==> config.mk <==
export PLATFORM = sky130hd
export DESIGN_NAME = bb_addr_xlate
export DESIGN_NICKNAME = d
export VERILOG_FILES = /design/src/rtl/bb_addr_xlate.sv
export SDC_FILE = /design/constraint.sdc
export NUM_CORES = 1
export LEC_CHECK = 0
export CORE_ASPECT_RATIO = 1.5
export CORE_MARGIN = 4
export CORE_UTILIZATION = 30
export DETAILED_ROUTE_END_ITERATION = 12
export MAX_ROUTING_LAYER = met4
export PLACE_DENSITY_LB_ADDON = 0.08
export SYNTH_ARGS = -nofsm -noshare
export SYNTH_HDL_FRONTEND = slang
export SYNTH_SLANG_ARGS = --single-unit
==> constraint.sdc <==
create_clock -name clk -period 4.1 [get_ports clk]
set_clock_uncertainty 0.1 [all_clocks]
set_input_delay 0.41 -clock clk [delete_from_list [all_inputs] [get_ports clk]]
set_output_delay 0.41 -clock clk [all_outputs]
set_load 0.05 [all_outputs]
==> src/rtl/bb_addr_xlate.sv <==
// rtl/bb_addr_xlate.sv - bridge-to-bus address translator with per-slave relocation
// Splits the bridge address into slave select and local offset, relocates it, and queues it in a 2-entry buffer.
module bb_addr_xlate #(
  parameter int BB_ADDR_WIDTH      = 13,
  parameter int BUS_ADDR_WIDTH     = 16,
  parameter int BUS_MEM_ADDR_WIDTH = 12,
  parameter int NUM_SLAVES         = 3,
  parameter int WRAP_EN            = 0,
  parameter int ERR_CNT_WIDTH      = 8,
  localparam int SEL_W = (NUM_SLAVES > 1) ? $clog2(NUM_SLAVES) : 1,
  localparam int LOC_W = BB_ADDR_WIDTH - SEL_W
) (
  input  logic                          clk,
  input  logic                          rstn,
  input  logic                          in_valid,
  output logic                          in_ready,
  input  logic [BB_ADDR_WIDTH-1:0]      in_addr,
  output logic                          out_valid,
  input  logic                          out_ready,
  output logic [BUS_ADDR_WIDTH-1:0]     out_addr,
  output logic                          out_err,
  input  logic                          cfg_wr,
  input  logic [SEL_W-1:0]              cfg_slave,
  input  logic [BUS_MEM_ADDR_WIDTH-1:0] cfg_offset,
  input  logic                          cfg_en,
  output logic [ERR_CNT_WIDTH-1:0]      err_cnt
);

  localparam int MW = BUS_MEM_ADDR_WIDTH;

  logic [MW-1:0]         off_tab [NUM_SLAVES];
  logic [NUM_SLAVES-1:0] en_tab;

  logic [SEL_W-1:0] slave;
  logic [LOC_W-1:0] loc;
  logic [MW-1:0]    sel_off;
  logic             sel_en;
  logic             hit;
  logic [MW:0]      sum;
  logic [BUS_ADDR_WIDTH-1:0] new_addr;
  logic             new_err;

  assign slave = in_addr[BB_ADDR_WIDTH-1 -: SEL_W];
  assign loc   = in_addr[LOC_W-1:0];

  // Out-of-range selects find no entry, so they relocate by 0 and read as disabled.
  always_comb begin
    sel_off = '0;
    sel_en  = 1'b0;
    hit     = 1'b0;
    for (int i = 0; i < NUM_SLAVES; i++) begin
      if (slave == SEL_W'(i)) begin
        sel_off = off_tab[i];
        sel_en  = en_tab[i];
        hit     = 1'b1;
      end
    end
  end

  assign sum      = (MW+1)'(loc) + (MW+1)'(sel_off);
  assign new_addr = BUS_ADDR_WIDTH'({slave, sum[MW-1:0]});
  assign new_err  = ~hit | ~sel_en | (sum[MW] & (WRAP_EN == 0));

  always_ff @(posedge clk or negedge rstn) begin
    if (!rstn) begin
      for (int i = 0; i < NUM_SLAVES; i++) off_tab[i] <= '0;
      en_tab <= '1;
    end else if (cfg_wr) begin
      for (int i = 0; i < NUM_SLAVES; i++) begin
        if (cfg_slave == SEL_W'(i)) begin
          off_tab[i] <= cfg_offset;
          en_tab[i]  <= cfg_en;
        end
      end
    end
  end

  // Head register drives the outputs directly; tail only fills when the head is stalled.
  logic [1:0]                count;
  logic [BUS_ADDR_WIDTH-1:0] head_addr, tail_addr;
  logic                      head_err, tail_err;
  logic                      push, pop;

  assign in_ready  = (count != 2'd2);
  assign out_valid = (count != 2'd0);
  assign out_addr  = head_addr;
  assign out_err   = head_err;
  assign push      = in_valid & in_ready;
  assign pop       = out_valid & out_ready;

  always_ff @(posedge clk or negedge rstn) begin
    if (!rstn) begin
      count     <= 2'd0;
      head_addr <= '0;
      head_err  <= 1'b0;
      tail_addr <= '0;
      tail_err  <= 1'b0;
      err_cnt   <= '0;
    end else begin
      case (count)
        2'd0: begin
          if (push) begin
            head_addr <= new_addr;
            head_err  <= new_err;
            count     <= 2'd1;
          end
        end
        2'd1: begin
          if (push && pop) begin
            head_addr <= new_addr;
            head_err  <= new_err;
          end else if (push) begin
            tail_addr <= new_addr;
            tail_err  <= new_err;
            count     <= 2'd2;
          end else if (pop) begin
            count <= 2'd0;
          end
        end
        default: begin
          if (pop) begin
            head_addr <= tail_addr;
            head_err  <= tail_err;
            count     <= 2'd1;
          end
        end
      endcase
      if (pop && head_err && (err_cnt != '1)) err_cnt <= err_cnt + ERR_CNT_WIDTH'(1);
    end
  end

endmodule

==> run_results.csv <==
group,metric,value,unit
synthesis,synth_xor_area_share,3.48,%
power_and_ir_drop,p_leak,2.20,nW
setup_path,cp_common_cell,"nor2b_1",
cts,holdBufCountCts,0,
power_and_ir_drop,power_density,606,nW/um^2
route,wire_per_inst,15.5,um
sta,period_share,74.1,%
placed_design,port_buffers,57,
sta,setup_viol,0,
setup_path,critical-path-slowest-cell,"clkdlybuf4s50_1",
final_layout,fill_cells,1318,
setup_path,startpoint_type,"primary input",
synthesis,async_flop_share,100,%
final_layout,antennaDiodeCount,0,
final_layout,nets,473,
synthesis,synth_top_area_share,47.2,%
cts,clock_sinks,79,
synthesis,syn_inst,370,
final_layout,area_growth,25.4,%
route,viasPerCell,4.89,
route,drc,0,
setup_path,crit_arrival,3.19,ns
synthesis,ys_seq_area_share,49.1,%
die,ios,60,
synthesis,synth.area.top_cells,"dfrtp_1 (47%), mux2_2 (13%), o21ai_0 (4.6%)",
sta,tightest_slew,1.03,ns
die,core,13100,um^2
setup_path,worstPathCellList,"clkdlybuf4s50_1 -> nor2b_1 -> buf_4 -> a21o_1 -> inv_1 -> fa_1 -> nor2b_1 -> o211ai_1 -> a31oi_1 -> nor4b_1 -> o31a_1 -> o21ai_1",
die,die_width,103,um
final_layout,layout_common_cells,"dfrtp_1 (76), clkdlybuf4s50_1 (56), mux2_2 (47)",
grt,antenna_found_initial,0,
setup_path,endpoint_kind,"flip-flop",
sta,maxSlewViolCount,0,
sta,grt_setup_unrepaired,"no",
cts,insertion_delay,0.34,ns
grt,track_usage,13.0,%
grt,gr-total-overflow,0,
die,die_height,150,um
die,start_util,30.8,%
sta,final.min_clock_period,3.04,ns
hold_path,hold_class,"primary input to asynchronous set/reset pin",
synthesis,synth_warnings,0,
final_layout,final_cell_count_no_fill,591,
run_status,status,"finished clean",
cts,cts_resized,0,
die,rows,51,
power_and_ir_drop,vdd.ir_drop.worst,0.000187,V
cts,cts_buffers,9,
setup_path,critPathRequiredTime,4.25,ns
synthesis,synth-adder-area-share,4.22,%
synthesis,yosysTopAreaCell,"dfrtp_1",
grt,grt_pass1_vias,2993,
sta,hold_viol,0,
cts,root_buffer,"clkbuf_16",
grt,grt_max_degree,80,
cts,post-cts-setup-buffer-count,0,
die,design.die.area,15400,um^2
synthesis,synth_edf_count,0,
grt,grt_pass1_wl,15100,um
route,drt_first_pass_iters,4,
final_layout,drive_gt1_share,18.1,%
synthesis,synth_top_family_by_area,"multiplexers",
setup_path,crit_type,"primary input to flip-flop",
synthesis,synth_mux_area_share,17.6,%
placed_design,placed_cell_area,4760,um^2
synthesis,yosysUniqueCellTypes,48,
cts,cts_tree,"yes",
route,dr.first_iter.drc_count,80,
synthesis,ys.flop_type,"dfrtp_1",
route,postRouteAntennaNets,0,
route,routed-via-count,2889,
sta,tns,0,ns
placed_design,place_congestion,0.703,
final_layout,finalInstanceArea,5060,um^2
cts,clk_pin_slew_worst_paths,0.06,ns
synthesis,synth_compound_area_share,11.0,%
synthesis,ys_ff_latch,79,
synthesis,synth.avg_cell_area,10.9,um^2
cts,cts_buffer_depth,2,
placed_design,dp_hpwl,6710,um
flow_run,maxCapViolations,0,
sta,fmax,329,MHz
final_layout,final_common_cell,"dfrtp_1",
setup_path,crit_path_max_fanout,13,
route,drt_wl_total,9190,um
sta,slew_headroom,31.2,%
cts,cts-htree-levels,3,
synthesis,syn-cell-area,4030,um^2
setup_path,slowest_delay,0.55,ns
synthesis,synthSimpleGateAreaFrac,11.7,%
placed_design,dp_cells,575,
cell families after synthesis:
logic type,Yosys count
XOR/XNOR,16
AND/OR/NAND/NOR,95
buffers and inverters,25
multiplexers,65
flip-flops,79
other,1
AO/OA/AOI/OAI,76
adder cells (fa/ha/maj),13
where the power goes:
| group | switching (W) | internal (W) | leakage, nW | total (W) |
|---|---|---|---|---|
| clock network | 0.000307 | 0.000485 | 0.146 | 0.000792 |
| logic | 0.000658 | 0.000447 | 1.10 | 0.00111 |
| registers | 0.000147 | 0.00102 | 0.954 | 0.00116 |
| total | 0.00111 | 0.00195 | 2.20 | 0.00306 |
per-layer routing:
metal	wire, um	up-vias	global-route usage [%]
li1	-	1422	-
met3	316	10	2.66
met4	142	0	4.92
met5	0	-	-
met1	4190	1412	15.8
met2	4540	45	21.2
final timing paths:
| check | startpoint | to | slack [ns] | cells after the start |
|---|---|---|---|---|
| max in group asynchronous | rstn | off_tab[20]$_DFFE_PN0P_ | 3.08 | 1 |
| worst max-delay path | in_addr[12] | tail_err$_DFFE_PN0P_ | 1.06 | 12 |
| min in group clk | tail_addr[10]$_DFFE_PN0P_ | tail_addr[10]$_DFFE_PN0P_ | 0.37 | 2 |
| worst max register to register | off_tab[0]$_DFFE_PN0P_ | tail_err$_DFFE_PN0P_ | 1.54 | 11 |
| worst min-delay path | rstn | out_addr[12]$_DFFE_PN0P_ | 0.16 | 1 |
| worst min register to register | tail_addr[10]$_DFFE_PN0P_ | tail_addr[10]$_DFFE_PN0P_ | 0.37 | 2 |
cells in the mapped netlist, types with 2 or more instances:
| cell type | count |
|---|---|
| and3_1 | 5 |
| ha_1 | 12 |
| buf_2 | 4 |
| nand2b_1 | 3 |
| inv_1 | 7 |
| xnor2_1 | 9 |
| a211o_1 | 2 |
| nor2_1 | 12 |
| dfstp_2 | 3 |
| nor3_1 | 3 |
| nand2_1 | 43 |
| nor4b_1 | 2 |
| nand3b_1 | 2 |
| nor2b_1 | 3 |
| buf_1 | 2 |
| a21oi_1 | 20 |
| mux2_2 | 47 |
| xor2_1 | 7 |
| a21o_1 | 5 |
| a31oi_1 | 2 |
| buf_4 | 2 |
| mux2i_1 | 18 |
| nand4_1 | 4 |
| nor3b_1 | 4 |
| o21ai_0 | 37 |
| clkbuf_1 | 9 |
| dfrtp_1 | 76 |
| nand3_1 | 7 |
cell type report:
cell class	count	area, um^2	area share, %
sequential	79	1980	39.2
multi-input combinational	267	1950	38.5
timing repair buffer	63	613	12.1
clock buffer	12	246	4.88
tap	159	199	3.93
clock inverter	4	45.0	0.891
inverter	7	26.3	0.520
metrics by stage:
| stage | hold WS (ns) | utilization [%] | worst slack (ns) | power, W |
|---|---|---|---|---|
| after floorplan | 0.0144 | - | 1.10 | 0.00193 |
| after global placement | 0.354 | 36.4 | 0.725 | 0.00228 |
| after detailed placement | 0.363 | 36.4 | 0.673 | 0.00230 |
| after global routing | 0.260 | 38.7 | 0.824 | 0.00326 |
| final | 0.156 | 38.7 | 1.06 | 0.00306 |
| after CTS | 0.206 | 38.7 | 1.01 | 0.00311 |
worst max-delay path, delay by kind of cell:
family	cells	cell delay, ns
fa+ha+maj	1	0.42
buf+inv	3	0.84
compound gates	5	1.06
simple gates	3	0.47
flip-flops by register name, summed over array words and instances, names as in the netlist:
signal and flops:
count 2, out_addr 14, tail_addr 14, err_cnt 8, out_err 1, off_tab 36, tail_err 1, en_tab 3
Power figures use the tool's default switching activity.
